### config.mk
export PLATFORM = sky130hd
export DESIGN_NAME = msrh_rnid_freelist_mp_flat
export DESIGN_NICKNAME = d
export VERILOG_FILES = /design/src/rtl/msrh_rnid_freelist_mp_pkg.sv /design/src/rtl/msrh_rnid_freelist_mp_if.sv /design/src/rtl/msrh_prefix_popcnt.sv /design/src/rtl/msrh_rnid_freelist_mp.sv /design/src/flat_wrapper.sv
export SDC_FILE = /design/constraint.sdc
export NUM_CORES = 1
export LEC_CHECK = 0
export CAP_MARGIN = 20
export CORE_MARGIN = 4
export CORE_UTILIZATION = 50
export DETAILED_ROUTE_END_ITERATION = 10
export PLACE_DENSITY_LB_ADDON = 0.2
export SLEW_MARGIN = 40
export SYNTH_ARGS = -nofsm -noshare
export SYNTH_HDL_FRONTEND = slang
export SYNTH_SLANG_ARGS = --single-unit
export TNS_END_PERCENT = 20
### constraint.sdc
create_clock -name i_clk -period 6.3 [get_ports i_clk]
set_input_delay 1.26 -clock i_clk [delete_from_list [all_inputs] [get_ports i_clk]]
set_output_delay 1.26 -clock i_clk [all_outputs]
set_load 0.02 [all_outputs]
### src/rtl/msrh_rnid_freelist_mp_pkg.sv
// Shared types and default sizing for the multi-port rename free list.
// Default build: 2-wide dispatch, 64 entries, 7-bit RNIDs.
package msrh_rnid_freelist_mp_pkg;

    localparam int DISP_SIZE      = 2;
    localparam int FLIST_SIZE     = 32;
    localparam int RNID_W         = 7;
    localparam int SNAP_NUM       = 4;
    localparam int FREELIST_DEPTH = FLIST_SIZE * DISP_SIZE;
    localparam int FREELIST_PTR_W = $clog2(FREELIST_DEPTH) + 1;

    typedef logic [RNID_W-1:0]         rnid_t;
    typedef logic [FREELIST_PTR_W-1:0] freelist_ptr_t;

endpackage

### src/rtl/msrh_rnid_freelist_mp_if.sv
// Rename-side interface of the free list: group allocation, commit release, checkpoint control.
// The master drives requests; the slave (free list) returns ready and the allocated RNIDs.
interface msrh_rnid_freelist_mp_if
    import msrh_rnid_freelist_mp_pkg::*;
#(
    parameter int P_DISP_SIZE = DISP_SIZE,
    parameter int P_RNID_W    = RNID_W,
    parameter int P_SNAP_NUM  = SNAP_NUM
);
    logic                                  i_alloc_req;
    logic [P_DISP_SIZE-1:0]                i_alloc_mask;
    logic                                  o_alloc_ready;
    logic [P_DISP_SIZE-1:0][P_RNID_W-1:0]  o_alloc_rnid;
    logic [P_DISP_SIZE-1:0]                i_rel_valid;
    logic [P_DISP_SIZE-1:0][P_RNID_W-1:0]  i_rel_rnid;
    logic                                  i_snap_valid;
    logic [$clog2(P_SNAP_NUM)-1:0]         i_snap_id;
    logic                                  i_restore_valid;

    modport master (
        output i_alloc_req, i_alloc_mask, i_rel_valid, i_rel_rnid,
               i_snap_valid, i_snap_id, i_restore_valid,
        input  o_alloc_ready, o_alloc_rnid
    );

    modport slave (
        input  i_alloc_req, i_alloc_mask, i_rel_valid, i_rel_rnid,
               i_snap_valid, i_snap_id, i_restore_valid,
        output o_alloc_ready, o_alloc_rnid
    );

endinterface

### src/rtl/msrh_prefix_popcnt.sv
// Exclusive prefix popcount: o_prefix[k] counts set bits of i_vec[k-1:0]; o_total counts all.
module msrh_prefix_popcnt #(
    parameter int N  = 2,
    parameter int CW = $clog2(N + 1)
) (
    input  logic [N-1:0]         i_vec,
    output logic [N-1:0][CW-1:0] o_prefix,
    output logic [CW-1:0]        o_total
);

    always_comb begin
        logic [CW-1:0] w_acc;
        // NOTE: blocking '=' here builds a ripple chain inside one evaluation; '<=' would not.
        w_acc = '0;
        for (int k = 0; k < N; k++) begin
            o_prefix[k] = w_acc;
            w_acc       = w_acc + CW'(i_vec[k]);
        end
        o_total = w_acc;
    end

endmodule

### src/rtl/msrh_rnid_freelist_mp.sv
// Multi-port rename free list: circular FIFO of free RNIDs with group-atomic allocation.
// Head checkpoint/restore is built only when MSRH_FREELIST_SNAPSHOT_EN is defined.
module msrh_rnid_freelist_mp
    import msrh_rnid_freelist_mp_pkg::*;
#(
    parameter int DISP_SIZE = msrh_rnid_freelist_mp_pkg::DISP_SIZE,
    parameter int DEPTH     = msrh_rnid_freelist_mp_pkg::FREELIST_DEPTH,
    parameter int RNID_W    = msrh_rnid_freelist_mp_pkg::RNID_W,
    parameter int INIT_BASE = 32,
    parameter int SNAP_NUM  = msrh_rnid_freelist_mp_pkg::SNAP_NUM
) (
    input  logic                       i_clk,
    input  logic                       i_reset,
    msrh_rnid_freelist_mp_if.slave     fl_if,
    output logic [$clog2(DEPTH):0]     o_count,
    output logic                       o_empty,
    output logic                       o_overflow
);

    localparam int IW = $clog2(DEPTH);
    localparam int PW = IW + 1;
    localparam int CW = $clog2(DISP_SIZE + 1);

    logic [RNID_W-1:0]             r_entry [DEPTH];
    logic [PW-1:0]                 r_head, r_tail;
    logic                          r_overflow;
    logic [PW-1:0]                 w_count, w_head_alloc, w_head_next;
    logic                          w_restore, w_ready, w_fire, w_rel_ok;
    logic [DISP_SIZE-1:0][CW-1:0]  w_alloc_pre, w_rel_pre;
    logic [CW-1:0]                 w_nalloc, w_nrel;
    logic [IW-1:0]                 w_rd_idx [DISP_SIZE];
    logic [IW-1:0]                 w_wr_idx [DISP_SIZE];

    msrh_prefix_popcnt #(.N(DISP_SIZE), .CW(CW)) u_alloc_pc (
        .i_vec(fl_if.i_alloc_mask), .o_prefix(w_alloc_pre), .o_total(w_nalloc));
    msrh_prefix_popcnt #(.N(DISP_SIZE), .CW(CW)) u_rel_pc (
        .i_vec(fl_if.i_rel_valid), .o_prefix(w_rel_pre), .o_total(w_nrel));

    assign w_count    = r_tail - r_head;
    assign o_count    = w_count;
    assign o_empty    = (w_count == '0);
    assign o_overflow = r_overflow;

    // Readiness looks only at the registered count, so same-cycle releases never help.
    assign w_ready             = (w_count >= PW'(DISP_SIZE)) && !w_restore;
    assign w_fire              = fl_if.i_alloc_req && w_ready;
    assign fl_if.o_alloc_ready = w_ready;

    assign w_head_alloc = r_head + (w_fire ? PW'(w_nalloc) : PW'(0));
    assign w_rel_ok     = ({1'b0, w_count} + (PW + 1)'(w_nrel)) <= (PW + 1)'(DEPTH);

    always_comb begin
        for (int k = 0; k < DISP_SIZE; k++) begin
            w_rd_idx[k]           = r_head[IW-1:0] + IW'(w_alloc_pre[k]);
            w_wr_idx[k]           = r_tail[IW-1:0] + IW'(w_rel_pre[k]);
            fl_if.o_alloc_rnid[k] = r_entry[w_rd_idx[k]];
        end
    end

`ifdef MSRH_FREELIST_SNAPSHOT_EN
    logic [PW-1:0] r_snap [SNAP_NUM];

    assign w_restore   = fl_if.i_restore_valid;
    assign w_head_next = w_restore ? r_snap[fl_if.i_snap_id] : w_head_alloc;

    always_ff @(posedge i_clk) begin
        if (i_reset) begin
            for (int s = 0; s < SNAP_NUM; s++) r_snap[s] <= '0;
        end else if (fl_if.i_snap_valid && !w_restore) begin
            r_snap[fl_if.i_snap_id] <= w_head_alloc;
        end
    end
`else
    logic w_unused_snap;

    assign w_restore     = 1'b0;
    assign w_head_next   = w_head_alloc;
    assign w_unused_snap = ^{fl_if.i_snap_valid, fl_if.i_snap_id, fl_if.i_restore_valid};
`endif

    always_ff @(posedge i_clk) begin
        if (i_reset) begin
            // NOTE: the entry array is reset on purpose -- its contents are the initial free RNIDs.
            for (int i = 0; i < DEPTH; i++) r_entry[i] <= RNID_W'(INIT_BASE + i);
            r_head     <= '0;
            r_tail     <= PW'(DEPTH);
            r_overflow <= 1'b0;
        end else begin
            r_head <= w_head_next;
            if (w_rel_ok) begin
                for (int k = 0; k < DISP_SIZE; k++) begin
                    if (fl_if.i_rel_valid[k]) r_entry[w_wr_idx[k]] <= fl_if.i_rel_rnid[k];
                end
                r_tail <= r_tail + PW'(w_nrel);
            end else begin
                r_overflow <= 1'b1;
            end
        end
    end

endmodule

### src/flat_wrapper.sv
// flat-port wrapper written by rule: the top's interface ports become plain ports
module msrh_rnid_freelist_mp_flat import msrh_rnid_freelist_mp_pkg::*;
#(
    parameter int DISP_SIZE = msrh_rnid_freelist_mp_pkg::DISP_SIZE,
    parameter int DEPTH     = msrh_rnid_freelist_mp_pkg::FREELIST_DEPTH,
    parameter int RNID_W    = msrh_rnid_freelist_mp_pkg::RNID_W,
    parameter int INIT_BASE = 32,
    parameter int SNAP_NUM  = msrh_rnid_freelist_mp_pkg::SNAP_NUM
)
  (i_clk, i_reset, o_count, o_empty, o_overflow, fl_if_i_alloc_req, fl_if_i_alloc_mask, fl_if_i_rel_valid, fl_if_i_rel_rnid, fl_if_i_snap_valid, fl_if_i_snap_id, fl_if_i_restore_valid, fl_if_o_alloc_ready, fl_if_o_alloc_rnid);
  msrh_rnid_freelist_mp_if fl_if_i ();
  input  logic i_clk;
  input  logic i_reset;
  output logic [$clog2(DEPTH):0] o_count;
  output logic o_empty;
  output logic o_overflow;
  input wire logic [$bits(fl_if_i.i_alloc_req)-1:0] fl_if_i_alloc_req;
  input wire logic [$bits(fl_if_i.i_alloc_mask)-1:0] fl_if_i_alloc_mask;
  input wire logic [$bits(fl_if_i.i_rel_valid)-1:0] fl_if_i_rel_valid;
  input wire logic [$bits(fl_if_i.i_rel_rnid)-1:0] fl_if_i_rel_rnid;
  input wire logic [$bits(fl_if_i.i_snap_valid)-1:0] fl_if_i_snap_valid;
  input wire logic [$bits(fl_if_i.i_snap_id)-1:0] fl_if_i_snap_id;
  input wire logic [$bits(fl_if_i.i_restore_valid)-1:0] fl_if_i_restore_valid;
  output wire logic [$bits(fl_if_i.o_alloc_ready)-1:0] fl_if_o_alloc_ready;
  output wire logic [$bits(fl_if_i.o_alloc_rnid)-1:0] fl_if_o_alloc_rnid;
  assign fl_if_i.i_alloc_req = fl_if_i_alloc_req;
  assign fl_if_i.i_alloc_mask = fl_if_i_alloc_mask;
  assign fl_if_i.i_rel_valid = fl_if_i_rel_valid;
  assign fl_if_i.i_rel_rnid = fl_if_i_rel_rnid;
  assign fl_if_i.i_snap_valid = fl_if_i_snap_valid;
  assign fl_if_i.i_snap_id = fl_if_i_snap_id;
  assign fl_if_i.i_restore_valid = fl_if_i_restore_valid;
  assign fl_if_o_alloc_ready = fl_if_i.o_alloc_ready;
  assign fl_if_o_alloc_rnid = fl_if_i.o_alloc_rnid;
  msrh_rnid_freelist_mp #(.DISP_SIZE(DISP_SIZE), .DEPTH(DEPTH), .RNID_W(RNID_W), .INIT_BASE(INIT_BASE), .SNAP_NUM(SNAP_NUM)) u_core (.i_clk(i_clk), .i_reset(i_reset), .fl_if(fl_if_i), .o_count(o_count), .o_empty(o_empty), .o_overflow(o_overflow));
endmodule
-- Yosys cells after proc, flatten, opt, wreduce, memory -nomap -nowiden
Memories as Yosys holds them, arrays and structs flattened. A register that Yosys moved wholly into a read port is not among the register bits.
Cells that the tools add are included.
- output and inout bits: 24
- memory bits (read-only): 0
- bits in registers: 15
- latch bits: 0
- memories kept: 1
- input bits: 25
- bits in writable memories: 448
- shift operators: 0
- mux-type cells: 18
- reduce and logical (&&, ||, !) cells: 4
- add/subtract/negate cells: 8
- divide/modulo/power cells: 0
- $mul: 0
- equal/unequal tests: 0
- bitwise gates (word level): 0
- magnitude comparators: 2
- memories (name ; words ; width ; rd ports ; clocked after memory_dff ; wr ports ; line ; RTL):
    u_core.r_entry ; 64 ; 7 ; 2 ; 1 ; 64 ; msrh_rnid_freelist_mp.sv:24 ; logic [RNID_W-1:0] r_entry [DEPTH];
- operators with widths (cell ; count):
    6-bit 2-to-1 mux ; 3
    7-bit 2-to-1 mux ; 2
    7-bit OR reduction ; 2
    6-bit by 1-bit adder with 6-bit output ; 2
    1-bit 2-to-1 mux ; 12
    7-bit by 2-bit adder with 8-bit output ; 1
    8-bit by 7-bit less-or-equal comparator with 1-bit output, second input constant ; 1
    7-bit by 2-bit adder with 7-bit output ; 1
    7-bit adder ; 1
    7-bit by 2-bit >= comparator with 1-bit output, second input constant ; 1
    7-bit logical NOT ; 1
    7-bit subtractor ; 1
    1-bit by 1-bit adder with 2-bit output ; 2
    2-bit 2-to-1 mux ; 1
    1-bit logical AND ; 1

-- Longest topological paths before layout
- depth after elaboration: 8
- mapped depth: 20

-- By module
Synthesis repeated with hierarchy kept, for this count alone.
- cell total of the unflattened synthesis: 2536
- area total of the unflattened synthesis: 32103.3 um2
- by module, submodules not included (module ; sequential area each (um2) ; cells an instance ; area an instance (um2) ; instances):
    msrh_rnid_freelist_mp ; 13753.2 ; 2524 ; 32010.7 ; 1
    msrh_prefix_popcnt ; 0.0 ; 6 ; 46.3 ; 2

-- Least setup slack after synthesis
No wires, ideal clock.
- kind: reg2out
- start point: reg u_core.r_head[1]
- end point: out o_empty
- path slack: 1.214 ns
- required time: 5.040 ns
- data arrival time: 3.826 ns
- cell stages (with the launch flop): 14
- cell sequence: dfxtp_1 clkbuf_1 clkbuf_1 clkbuf_1 inv_1 ha_1 nor2b_1 o2111ai_1 nand4_1 and2_0 or3_1 or4_1 clkbuf_1 nor2_1
- cells in the longest elaborated chain, start to end: 2
- ends and longest elaborated chain (element ; line ; RTL):
    start, declared ; msrh_rnid_freelist_mp.sv:25 ; logic [PW-1:0] r_head, r_tail;
    start signal, assigned ; msrh_rnid_freelist_mp.sv:89 ; r_head <= w_head_next;
    7-bit subtractor ; msrh_rnid_freelist_mp.sv:39 ; assign w_count = r_tail - r_head;
    net o_count[5] ; flat_wrapper.sv:14 ; output logic [$clog2(DEPTH):0] o_count;
    7-bit logical NOT ; msrh_rnid_freelist_mp.sv:41 ; assign o_empty = (w_count == '0);
    end, declared ; flat_wrapper.sv:15 ; output logic o_empty;
The timed path passes the listed nets, and every way through them passes these cells.

-- Worst setup path in the final report
- start point: in fl_if_i_alloc_mask[0]
- end point: out fl_if_o_alloc_rnid[7]
- cells in the longest elaborated chain, start to end: 2
- ends and longest elaborated chain (element ; line ; RTL):
    start, declared ; flat_wrapper.sv:18 ; input wire logic [$bits(fl_if_i.i_alloc_mask)-1:0] fl_if_i_alloc_mask;
    6-bit by 1-bit adder with 6-bit output ; msrh_rnid_freelist_mp.sv:54 ; w_rd_idx[k] = r_head[IW-1:0] + IW'(w_alloc_pre[k]);
    memory read 64 x 7 bit ; - ;
    end, declared ; flat_wrapper.sv:25 ; output wire logic [$bits(fl_if_i.o_alloc_rnid)-1:0] fl_if_o_alloc_rnid;
Every way passes these cells.

==> impl_metrics.ini <==
[finish]
syn_to_final_growth_pct = 11.0
nets = 3029
fin_util = 0.560
drive_gt1_frac = 0.226

[grt]
antenna_found_initial = 12
grt_usage = 0.380
grt_max_degree = 70
gr-total-overflow = 0
first_global_vias = 27700
grt_pass1_wl_mm = 188

[placed_design]
portBuffers = 44
place_congestion = 1.05
post-dp-hpwl_mm = 87.7

[synthesis]
synth_top_area_frac = 0.423
ys_async_sr_fraction = 0
syn_nets = 3041
postSynthAreaPerCell_sq_um = 10.6
synth_ff_type = edfxtp_1
yosysSeqAreaShare = 0.432
post-synth-top-count-cell = edfxtp_1
synth_area_leaders = edfxtp_1 (42%), mux4_2 (21%), o21ai_0 (4.2%)
synth_cells = 2994
ys_ff_latch = 463
synth_cell_types = 78
synth_area_sq_um = 31800
synth_edf_count = 448
synth_top_cell_by_area = edfxtp_1
synth-warning-count = 0
synth_common_cells = edfxtp_1 (448), nand2_1 (337), nor2_1 (333)

[drt]
ant_nets = 0
drc = 0
wl_mm = 131
dr_total_vias = 28900
drtPass1Iterations = 6
drt_iter0_drc = 5161
avgRoutedWirePerCell_microns = 34.0
vias_per_cell = 7.47

[cts]
cts_hold_buffers = 0
cts_num_sinks = 463
path_clk_slew_ns = 0.06
cts-root-buf = clkbuf_16
cts-resized-gates = 0
cts-buffers-inserted = 52
htree_levels = 2
postCtsSetupBuffers = 0
cts_tree = done
cts_buffer_depth = 3
worstSkewPairLatency_ns = 0.63

[setup_path]
r2r_setup_slack_ns = 1.46
crit_required_ns = 5.04
crit_path_end_kind = output pin
setup.worst_path.start_class = input port
critPathKind = input port to output pin
crit_buf_inv = 4
cpPeakStageDelay_ns = 0.59
crit_family = multiplexers
cp.arrival_ns = 4.85
r2r_start = u_core.r_head[0]
cp_slowest_cell = mux4_2
rr_worst_depth = 14
cpMostUsedCell = mux4_2
cp_cell_sequence = clkdlybuf4s50_1, ha_4, buf_12, buf_4, mux4_2, mux4_2, mux4_2, clkdlybuf4s50_1
worstReg2RegEnd = u_core.r_entry[4][5]
critPathMaxFanout = 23

[die]
row_count = 92
die_w_microns = 260
top_level_ports = 49
placeableCoreArea_sq_um = 63100
fp.dieH_microns = 260
start_util = 0.505
fp.dieArea_sq_um = 67800

[power]
finalPower_uw = 11600
power_density_nw_per_um2 = 328
power_leakage_uw = 0.00955
vdd_drop_max_mv = 0.374

[sta]
maxSlewHeadroom = 0.386
worstMarginPinSlew_ns = 0.921
skew_ns = 0.0248
hold_viol = 0
finalSetupViolCount = 0
fmax_mhz = 164
grt_setup_unrepaired = no
holdWs_ns = 0.493
setup_tns_ns = 0
report.final.slew_viol_count = 0
finalCritPeriodShare = 0.970
fin_crit_ns = 6.11

[status]
status = finished, final reports clean

[run]
maxCapViolCount = 0

[worst_hold_path]
hold_path_class = register to register
hp-start = u_core.o_overflow
worstHoldPathCells = 1
whs_endpoint = u_core.o_overflow
## per-layer routing
layer,up-vias,GRT usage,share of wire
met1,13900,0.492,0.34
met5,-,0,0.00063
met2,2732,0.556,0.42
li1,11500,-,-
met4,12,0.211,0.073
met3,647,0.141,0.16
## flip-flops by register name (all words and copies together) (netlist names)
name / flops
u_core.o_overflow: 1
u_core.r_head: 7
u_core.r_tail: 7
u_core.r_entry: 448
## how the worst max path moves through the flow
stage	from	end	slack, ns	cells after the start
CTS	fl_if_i_alloc_mask[0]	fl_if_o_alloc_rnid[12]	0.21	8
finish	fl_if_i_alloc_mask[0]	fl_if_o_alloc_rnid[7]	0.19	8
global placement	fl_if_i_alloc_mask[0]	fl_if_o_alloc_rnid[8]	0.23	8
global route	fl_if_i_alloc_mask[0]	fl_if_o_alloc_rnid[12]	0.12	8
detailed placement	fl_if_i_alloc_mask[0]	fl_if_o_alloc_rnid[13]	0.22	8
floorplan	u_core.r_head[1]	o_empty	1.21	13
## stage by stage
stage | setup WS (ns) | area [sq um] | instances
final | 0.189 | 35300 | 3865
after CTS | 0.215 | 35300 | 3861
after detailed placement | 0.219 | 33700 | 3774
after global placement | 0.232 | 33700 | 3774
after floorplan | 1.21 | 31800 | 2994
after global routing | 0.121 | 35300 | 3862
## cell families after synthesis
logic type | count (synthesis) | synth area share
compound gates | 640 | 0.118
xor+xnor | 16 | 0.00464
fa+ha+maj | 22 | 0.00959
buf+inv | 336 | 0.0480
flops | 463 | 0.432
mux | 296 | 0.209
simple gates | 1221 | 0.179
## where the power goes
part	switching, uW	leakage, uW	internal [uW]
clock network	1310	0.000764	1660
registers	75.6	0.00395	3470
logic	3550	0.00484	1520
total	4940	0.00955	6650
## placed cells by master (no fill, tap or decap), types with 16 or more instances in the layout
cell type | Yosys | final
nand4_1 | 79 | 79
nand2_1 | 337 | 337
clkbuf_16 | 0 | 52
ha_1 | 18 | 16
o21ai_0 | 264 | 249
and3_1 | 27 | 27
o21ai_1 | 11 | 22
a21oi_1 | 227 | 227
edfxtp_1 | 448 | 448
nor3_1 | 146 | 146
nor2_1 | 333 | 325
buf_4 | 5 | 183
nand3_1 | 157 | 155
clkdlybuf4s50_1 | 0 | 34
inv_1 | 19 | 18
mux4_2 | 294 | 294
a21oi_2 | 35 | 35
or3_1 | 21 | 19
nor4_1 | 68 | 66
## final cells by class
type	instances	area, sq um
Inverter	22	82.6
Sequential cell	463	13800
Fill cell	5390	27700
Multi-Input combinational cell	2195	16700
Clock inverter	27	235
Antenna cell	4	10.0
Clock buffer	60	1330
Tap cell	846	1060
Timing Repair Buffer	248	2130
Power figures use the tool's default switching activity.
